[src/rtl/regfile_sb.sv]
// regfile_sb: dual-write-port register file with a pending-write scoreboard and issue stall.
// Build option: define REGFILE_BYPASS_EN for same-cycle forwarding and a stall mask on port-1 clears.
module regfile_sb #(
  parameter int DATA_W   = 16,
  parameter int ADDR_W   = 4,
  parameter bit ZERO_REG = 1
) (
  input  logic              CLK,
  input  logic              RST_n,
  input  logic [ADDR_W-1:0] rs,
  input  logic [ADDR_W-1:0] rt,
  input  logic              RsUsed,
  input  logic              RtUsed,
  output logic [DATA_W-1:0] ReadData1,
  output logic [DATA_W-1:0] ReadData2,
  input  logic              RegWre0,
  input  logic [ADDR_W-1:0] WriteReg0,
  input  logic [DATA_W-1:0] WriteData0,
  input  logic              RegWre1,
  input  logic [ADDR_W-1:0] WriteReg1,
  input  logic [DATA_W-1:0] WriteData1,
  input  logic              IssueValid,
  input  logic [ADDR_W-1:0] IssueReg,
  output logic              Stall,
  output logic [ADDR_W:0]   PendingCount
);
  localparam int DEPTH = 2 ** ADDR_W;
  localparam logic [ADDR_W:0] MAX_CNT = (ADDR_W + 1)'(DEPTH - 1);

  logic [DATA_W-1:0] regs [DEPTH];
  logic [DEPTH-1:0]  pending;
  logic              setEn, clrEn, incEn;

  function automatic logic isZero(input logic [ADDR_W-1:0] a);
    return ZERO_REG && a == '0;
  endfunction

  function automatic logic busy(input logic [ADDR_W-1:0] a);
`ifdef REGFILE_BYPASS_EN
    return !isZero(a) && pending[a] && !(RegWre1 && WriteReg1 == a);
`else
    return !isZero(a) && pending[a];
`endif
  endfunction

  function automatic logic [DATA_W-1:0] rd(input logic [ADDR_W-1:0] a);
`ifdef REGFILE_BYPASS_EN
    return isZero(a) ? '0 :
           (RegWre0 && WriteReg0 == a) ? WriteData0 :
           (RegWre1 && WriteReg1 == a) ? WriteData1 : regs[a];
`else
    return isZero(a) ? '0 : regs[a];
`endif
  endfunction

  assign ReadData1 = rd(rs);
  assign ReadData2 = rd(rt);
  assign Stall = (RsUsed && busy(rs)) || (RtUsed && busy(rt)) || (IssueValid && busy(IssueReg));

  // A same-cycle issue to the register being cleared keeps it pending: the new producer owns it.
  assign setEn = IssueValid && !Stall && !isZero(IssueReg);
  assign clrEn = RegWre1 && pending[WriteReg1] && !(setEn && IssueReg == WriteReg1);
  assign incEn = setEn && !pending[IssueReg];

  always_ff @(posedge CLK or negedge RST_n) begin
    if (!RST_n) begin
      for (int i = 0; i < DEPTH; i++) regs[i] <= '0;
    end else begin
      if (RegWre1 && !isZero(WriteReg1)) regs[WriteReg1] <= WriteData1;
      if (RegWre0 && !isZero(WriteReg0)) regs[WriteReg0] <= WriteData0;
    end
  end

  always_ff @(posedge CLK or negedge RST_n) begin
    if (!RST_n) begin
      pending      <= '0;
      PendingCount <= '0;
    end else begin
      if (RegWre1) pending[WriteReg1] <= 1'b0;
      if (setEn) pending[IssueReg] <= 1'b1;
      if (incEn && !clrEn && PendingCount != MAX_CNT) PendingCount <= PendingCount + 1'b1;
      else if (clrEn && !incEn && PendingCount != '0) PendingCount <= PendingCount - 1'b1;
    end
  end
endmodule

[config.mk]
export PLATFORM = sky130hd
export DESIGN_NAME = regfile_sb
export DESIGN_NICKNAME = d
export VERILOG_FILES = /design/src/rtl/regfile_sb.sv
export SDC_FILE = /design/constraint.sdc
export NUM_CORES = 1
export LEC_CHECK = 0
export ABC_AREA = 0
export BUFFER_PORTS_ARGS = -buffer_cell sky130_fd_sc_hd__clkbuf_2
export CORE_MARGIN = 2
export CORE_UTILIZATION = 56
export DETAILED_ROUTE_END_ITERATION = 6
export GPL_ROUTABILITY_DRIVEN = 0
export PLACE_DENSITY = 0.74
export SLEW_MARGIN = 20
export SYNTH_ARGS = -nofsm -noshare
export SYNTH_HDL_FRONTEND = slang
export SYNTH_SLANG_ARGS = --single-unit
[constraint.sdc]
create_clock -name CLK -period 6.1 [get_ports CLK]
set_input_delay 0.915 -clock CLK [delete_from_list [all_inputs] [get_ports CLK]]
set_output_delay 0.915 -clock CLK [all_outputs]
set_load 0.05 [all_outputs]
==> impl_metrics.tcl, run 1 <==
set metrics [dict create \
    status "complete, no violations" \
    syn_inst 1573 \
    post_drt_wl_per_cell_um 26.7 \
    synth_seq_area_share_pct 40.1 \
    startpoint "rt[1]" \
    netSwitchingFraction_pct 34.2 \
    async_flop_share_pct 100 \
    r2r-start "pending[6]" \
    clk_latency_ns 0.56 \
    cts_buffers 30 \
    cp.arrival_ns 3.64 \
    grt_pass1_wl_mm 81.7 \
    muxShareOfSynthArea_pct 36.9 \
    post_cts.repair.setup_buffers 0 \
    ys_ff_latch 277 \
    antenna_found_initial 5 \
    maxCapViolCount 0 \
    crit_path_frequent_cell "buf_4" \
    netlist_area_um2 17300 \
    grt_pass1_vias 13400 \
    synth.avg_cell_area_um2 11.0 \
    combPwrFrac_pct 31.3 \
    cts_num_sinks 277 \
    synthAdderAreaFrac_pct 0.333 \
    clockBufferDepth 3 \
    drc_errors 0 \
    synth_compound_gate_area_share_pct 9.08 \
    p_switching_mw 2.24 \
    clock.fmax_mhz 220 \
    root_buffer "clkbuf_16" \
    place_ws_ns 1.53 \
    path_class "in -> out" \
    die_h_um 180 \
    yosysWarnings 0 \
    grt_usage_pct 33.0 \
    clkSlewWorstSetupHoldPaths_ns 0.07 \
    synth-xor-area-share_pct 0.203 \
    io_buffers 96 \
    die_area_um2 32300 \
    h-tree-depth 1 \
    holdBufCountCts 0 \
    instances_no_fill 1988 \
    hpwl_mm 31.1 \
    power_mw 6.55 \
    fp.dieW_um 180 \
    rsz0062_at_grt "no" \
    cellPowerDensity_nw_per_um2 346 \
    crit_chain "buf_4 > buf_4 > nor3_1 > or2_2 > o21ai_0 > clkbuf_2" \
    vias 13500 \
    row_count 64 \
    grt_max_degree 153 \
    routed_wl_mm 53.1 \
    place_inst 1930 \
    fin_tns_setup_ns 0 \
    p_seq_share_pct 41.3 \
    p_clk_share_pct 27.5 \
    synth_nets 1636 \
    period_minus_slack_ns 4.55 \
    crit_buf_inv 3 \
    cts_tree "yes" \
    max_slew.worst_pin.slew_ns 1.14 \
    cts_resized 0 \
    setup_viol 0 \
    firstDrtPassIters 5 \
    hold_path.class "in -> async" \
    core_um2 30500 \
    cp.required_ns 5.18 \
    cp_slowest_cell "buf_4" \
    avgViaCountPerCell 6.78 \
    synth_top_family_by_area "multiplexers" \
    p_leak_nw 7.91 \
    n_fill_cell 2373 \
    utilization_pct 62.0 \
    max-vdd-ir-drop_v 0.000217 \
    finalHoldViolations 0 \
    nNetsFinal 1629 \
    synth_edf_count 0 \
    synth_cell_types 49 \
    yosys.area_share.simple_pct 9.19 \
    drt_iter0_markers 1820 \
    startpoint_type "input port" \
    drt.antenna.violating_nets 0 \
    finClkSkew_ns 0.00714 \
    cp_top_family "buffers and inverters" \
    finalMaxSlewViolations 0 \
    worst_slack_ns 1.55 \
    start_util_pct 56.7 \
    max_slew_margin_pct 24.3 \
    ios 97 \
    synth-main-ff-cell "dfrtp_1" \
    syn2layout_area_growth_pct 9.46 \
    crit_fanout 42 \
    endpoint_kind "primary output" \
    drive_gt1_share_pct 23.3 \
    overflow 0 \
    crit_path_max_incr_delay_ns 0.69 \
    intPower_mw 4.31 \
    fin_crit_sh_pct 74.6 \
]
[power by group through the flow]
stage | clock, mW | combinational, mW | sequential (mW)
global route | 1.89 | 2.20 | 2.75
finish | 1.80 | 2.05 | 2.70
floorplan | 0 | 1.54 | 2.63
CTS | 1.81 | 2.04 | 2.68
global placement | 0 | 1.98 | 2.67
detailed placement | 0 | 2.04 | 2.71
[state kept, by name (all words and copies together) (netlist names)]
| register | cells |
|---|---|
| regs | 256 |
| pending | 16 |
| PendingCount | 5 |
[placed cells by master (no fill, tap or decap), types with 9 or more instances in the layout]
cell type,netlist,routed
clkbuf_16,0,30
mux2i_1,269,269
clkbuf_1,127,11
o21ai_0,99,99
nand2b_1,13,13
nor2b_1,25,24
mux2_2,17,17
nor2_1,194,185
dfrtp_1,277,277
nand2_1,105,105
nor2_2,0,9
mux4_2,155,155
clkbuf_2,0,91
buf_4,1,38
a21oi_1,181,181
[Yosys cell counts (2+ instances only)]
master / count / area share (%)
inv_1: 3 / 0.065
buf_2: 35 / 1.0
o31ai_1: 4 / 0.17
mux4_2: 155 / 20
xor2_1: 2 / 0.10
o21ai_0: 99 / 2.9
nand2b_1: 13 / 0.47
nor3b_1: 5 / 0.22
dfrtp_1: 277 / 40
a21oi_1: 181 / 5.2
nand3_1: 7 / 0.20
and2_1: 2 / 0.072
nor2b_1: 25 / 0.90
nor4_1: 2 / 0.072
a21o_1: 2 / 0.087
nor2_1: 194 / 4.2
nand4_1: 2 / 0.072
and3_1: 2 / 0.072
o22ai_1: 3 / 0.11
mux2_2: 17 / 1.1
buf_1: 9 / 0.20
xnor2_1: 2 / 0.10
a32o_1: 2 / 0.12
nand2_1: 105 / 2.3
mux2i_1: 269 / 16
nor3_1: 2 / 0.058
clkbuf_1: 127 / 2.8
nand3b_1: 3 / 0.13
nand3b_2: 2 / 0.13
ha_1: 3 / 0.22
[final timing paths]
kind                       slack (ns)               to  cells after the start
max                              1.55     ReadData2[4]                      6
max in group asynchronous        4.58        regs[111]                      2
min                              0.24  PendingCount[0]                      1
max reg2reg                      2.68  PendingCount[3]                     14
min in group CLK                 0.40        regs[250]                      0
min reg2reg                      0.40        regs[250]                      0
[stage by stage]
stage,hold slack (ns),area [um^2]
5_1_grt,0.266,18900
4_1_cts,0.251,18900
3_5_place_dp,0.383,17900
3_3_place_gp,0.376,17900
6_report,0.245,18900
2_1_floorplan,0.441,17300
[layer usage]
layer	up-vias	GRT usage, %	share of wire [%]
li1	5739	-	-
met2	807	51.0	46
met1	6747	46.7	39
met4	4	13.6	4.3
met5	-	0	0.057
met3	176	5.77	10
[cell type report]
type                    instances  area, um^2  share of cell area (%)
clock inverters                 8        76.3                   0.403
inverters                       3        11.3                  0.0595
flip-flops and latches        277        6930                    36.6
repair buffers                134         827                    4.37
multi-input cells            1120        9680                    51.2
clock buffers                  48         888                    4.70
diodes                          2        5.00                  0.0265
well taps                     396         495                    2.62
[worst register-to-register path: cells and delay by family, from the launching register on]
kind	cells	cell delay (ns)
AO/OA/AOI/OAI	5	0.73
buffers and inverters	1	0.25
flip-flops	1	0.46
multiplexers	2	0.77
XOR/XNOR	1	0.19
AND/OR/NAND/NOR	4	0.60
adder cells (fa/ha/maj)	1	0.31
[cells by family after synthesis]
logic type	count (synthesis)
mux	442
compound gates	301
simple gates	369
flops	277
xor+xnor	4
buf+inv	176
fa+ha+maj	4
No activity file was read; power rests on OpenSTA's default activity.
==> run 2, diff against run 1 <==
--- a/config.mk
+++ b/config.mk
@@ -11,7 +11,7 @@
 export CORE_UTILIZATION = 56
 export DETAILED_ROUTE_END_ITERATION = 6
 export GPL_ROUTABILITY_DRIVEN = 0
-export PLACE_DENSITY = 0.74
+export PLACE_DENSITY = 0.77
 export SLEW_MARGIN = 20
 export SYNTH_ARGS = -nofsm -noshare
 export SYNTH_HDL_FRONTEND = slang
==> constraint.sdc (replaced) <==
create_clock -name CLK -period 4 [get_ports CLK]
set_input_delay 0.6 -clock CLK [delete_from_list [all_inputs] [get_ports CLK]]
set_output_delay 0.6 -clock CLK [all_outputs]
set_load 0.05 [all_outputs]
==> run 2 against run 1 <==
Sequential cell count unchanged. Utilization grew 0.81 points. Critical endpoint is now ReadData2[10]. First-iteration DRC count is 3.5% lower. Clock skew grew 0.0060 ns. Largest power group unchanged. Via count is 2.6% higher. Setup slack got worse by 1.5 ns.
==> impl_metrics.tcl, run 2 (synthesis gave the netlist of run 1 again) <==
set metrics [dict create \
    r2r-start "pending[10]" \
    clock.fmax_mhz 256 \
    cts_resized 0 \
    h-tree-depth 1 \
    routed_wl_mm 54.1 \
    overflow 0 \
    endpoint_kind "primary output" \
    post_drt_wl_per_cell_um 27.2 \
    combPwrFrac_pct 30.4 \
    p_leak_nw 8.04 \
    path_depth 7 \
    ff_latch_area_um2 6930 \
    drc_errors 0 \
    maxCapViolCount 0 \
    crit_chain "buf_4 > buf_4 > nor3_1 > or2_2 > buf_4 > o21ai_0 > clkbuf_2" \
    intPower_mw 6.89 \
    finalMaxSlewViolations 0 \
    period_minus_slack_ns 3.91 \
    p_switching_mw 3.45 \
    fin_crit_sh_pct 97.6 \
    ios 97 \
    drt.antenna.violating_nets 0 \
    firstDrtPassIters 6 \
    final_common_cell "dfrtp_1" \
    die_area_um2 32300 \
    clkSlewWorstSetupHoldPaths_ns 0.06 \
    crit_buf_inv 4 \
    holdBufCountCts 0 \
    row_count 64 \
    cp_top_family "buffers and inverters" \
    crit_end "ReadData2[10]" \
    syn2layout_area_growth_pct 10.9 \
    power_mw 10.3 \
    setup_viol 0 \
    final_cell_mix "277 x dfrtp_1, 269 x mux2i_1, 185 x nor2_1" \
    crit_path_max_incr_delay_ns 0.87 \
    cp_slowest_cell "buf_4" \
    startpoint "rt[1]" \
    rsz0062_at_grt "no" \
    root_buffer "clkbuf_16" \
    crit_fanout 65 \
    finClkSkew_ns 0.0131 \
    ff2ff_path_depth 14 \
    status "complete, no violations" \
    core_um2 30500 \
    start_util_pct 56.7 \
    hold_path.class "in -> async" \
    startpoint_type "input port" \
    largest_register "regs" \
    whs_ns 0.0879 \
    io_buffers 96 \
    grt_pass1_vias 13800 \
    multi_input_area_um2 9690 \
    n_fill_cell 2281 \
    cp.required_ns 3.40 \
    p_seq_share_pct 39.9 \
    drt_iter0_markers 1757 \
    grt_max_degree 123 \
    fp.dieW_um 180 \
    vias 13800 \
    antenna_found_initial 3 \
    drive_gt1_share_pct 24.1 \
    rr_endpoint "PendingCount[3]" \
    grt_usage_pct 33.6 \
    post_cts.repair.setup_buffers 0 \
    avgViaCountPerCell 6.94 \
    clockBufferDepth 3 \
    crit_path_frequent_cell "buf_4" \
    largest_reg_flops 256 \
    netSwitchingFraction_pct 33.3 \
    cp.arrival_ns 3.31 \
    fin_tns_setup_ns 0 \
    instances_no_fill 1992 \
    clk_latency_ns 0.57 \
    max_slew_margin_pct 22.7 \
    path_class "in -> out" \
    reg2reg_slack_ns 0.69 \
    nNetsFinal 1637 \
    place_inst 1938 \
    grt_pass1_wl_mm 83.5 \
    hpwl_mm 31.1 \
    cellPowerDensity_nw_per_um2 539 \
    cts_num_sinks 277 \
    top_regs "regs x256, pending x16, PendingCount x5" \
    cts_tree "yes" \
    finalHoldViolations 0 \
    p_clk_share_pct 29.6 \
    cts_buffers 30 \
    die_h_um 180 \
    max_slew.worst_pin.slew_ns 1.16 \
    max-vdd-ir-drop_v 0.000334 \
]
run 2: cell count changes in the layout (fill, tap and decap cells not counted), sizes merged:
cell / before / now
diode: 2 / 1
clkbuf: 139 / 133
buf: 43 / 51
bufinv: 1 / 5
clkinv: 7 / 6
run 2: how the worst min path moves through the flow:
| stage | startpoint | end | slack [ns] |
|---|---|---|---|
| 2_1_floorplan | RST_n | PendingCount[0] | 0.30 |
| 3_3_place_gp | regs[248] | regs[248] | 0.38 |
| 3_5_place_dp | regs[250] | regs[250] | 0.38 |
| 4_1_cts | RST_n | PendingCount[1] | 0.16 |
| 5_1_grt | RST_n | PendingCount[1] | 0.18 |
| 6_report | RST_n | PendingCount[1] | 0.09 |
run 2: per-stage QoR:
| step | util, % | worst slack [ns] | instance area [um^2] |
|---|---|---|---|
| global placement | 59.2 | 0.235 | 18100 |
| floorplan | - | 0.422 | 17300 |
| CTS | 62.8 | 0.189 | 19200 |
| finish | 62.8 | 0.0947 | 19200 |
| global route | 62.8 | 0.0933 | 19200 |
| detailed placement | 59.2 | 0.196 | 18100 |
run 2: cell type report:
cell class / instances / share of cell area, %
sequential: 277 / 36.2
inverter: 3 / 0.0588
antenna: 1 / 0.0131
clock inverter: 11 / 0.960
clock buffer: 42 / 4.73
multi-input combinational: 1120 / 50.6
timing repair buffer: 142 / 4.94
tap: 396 / 2.59
run 2: power groups by stage:
stage,Clock (mW),Sequential (mW),Combinational [mW]
2_1_floorplan,0,4.01,2.36
3_3_place_gp,0,4.07,3.02
3_5_place_dp,0,4.13,3.11
4_1_cts,3.08,4.09,3.13
5_1_grt,3.20,4.20,3.38
6_report,3.06,4.13,3.15
run 2: metal layers:
layer | part of all wire (%) | global-route usage [%] | vias up
met3 | 12 | 8.14 | 251
met2 | 45 | 51.2 | 946
met1 | 37 | 44.7 | 6869
met4 | 6.4 | 18.5 | 4
li1 | - | - | 5752
met5 | 0.048 | 0 | -
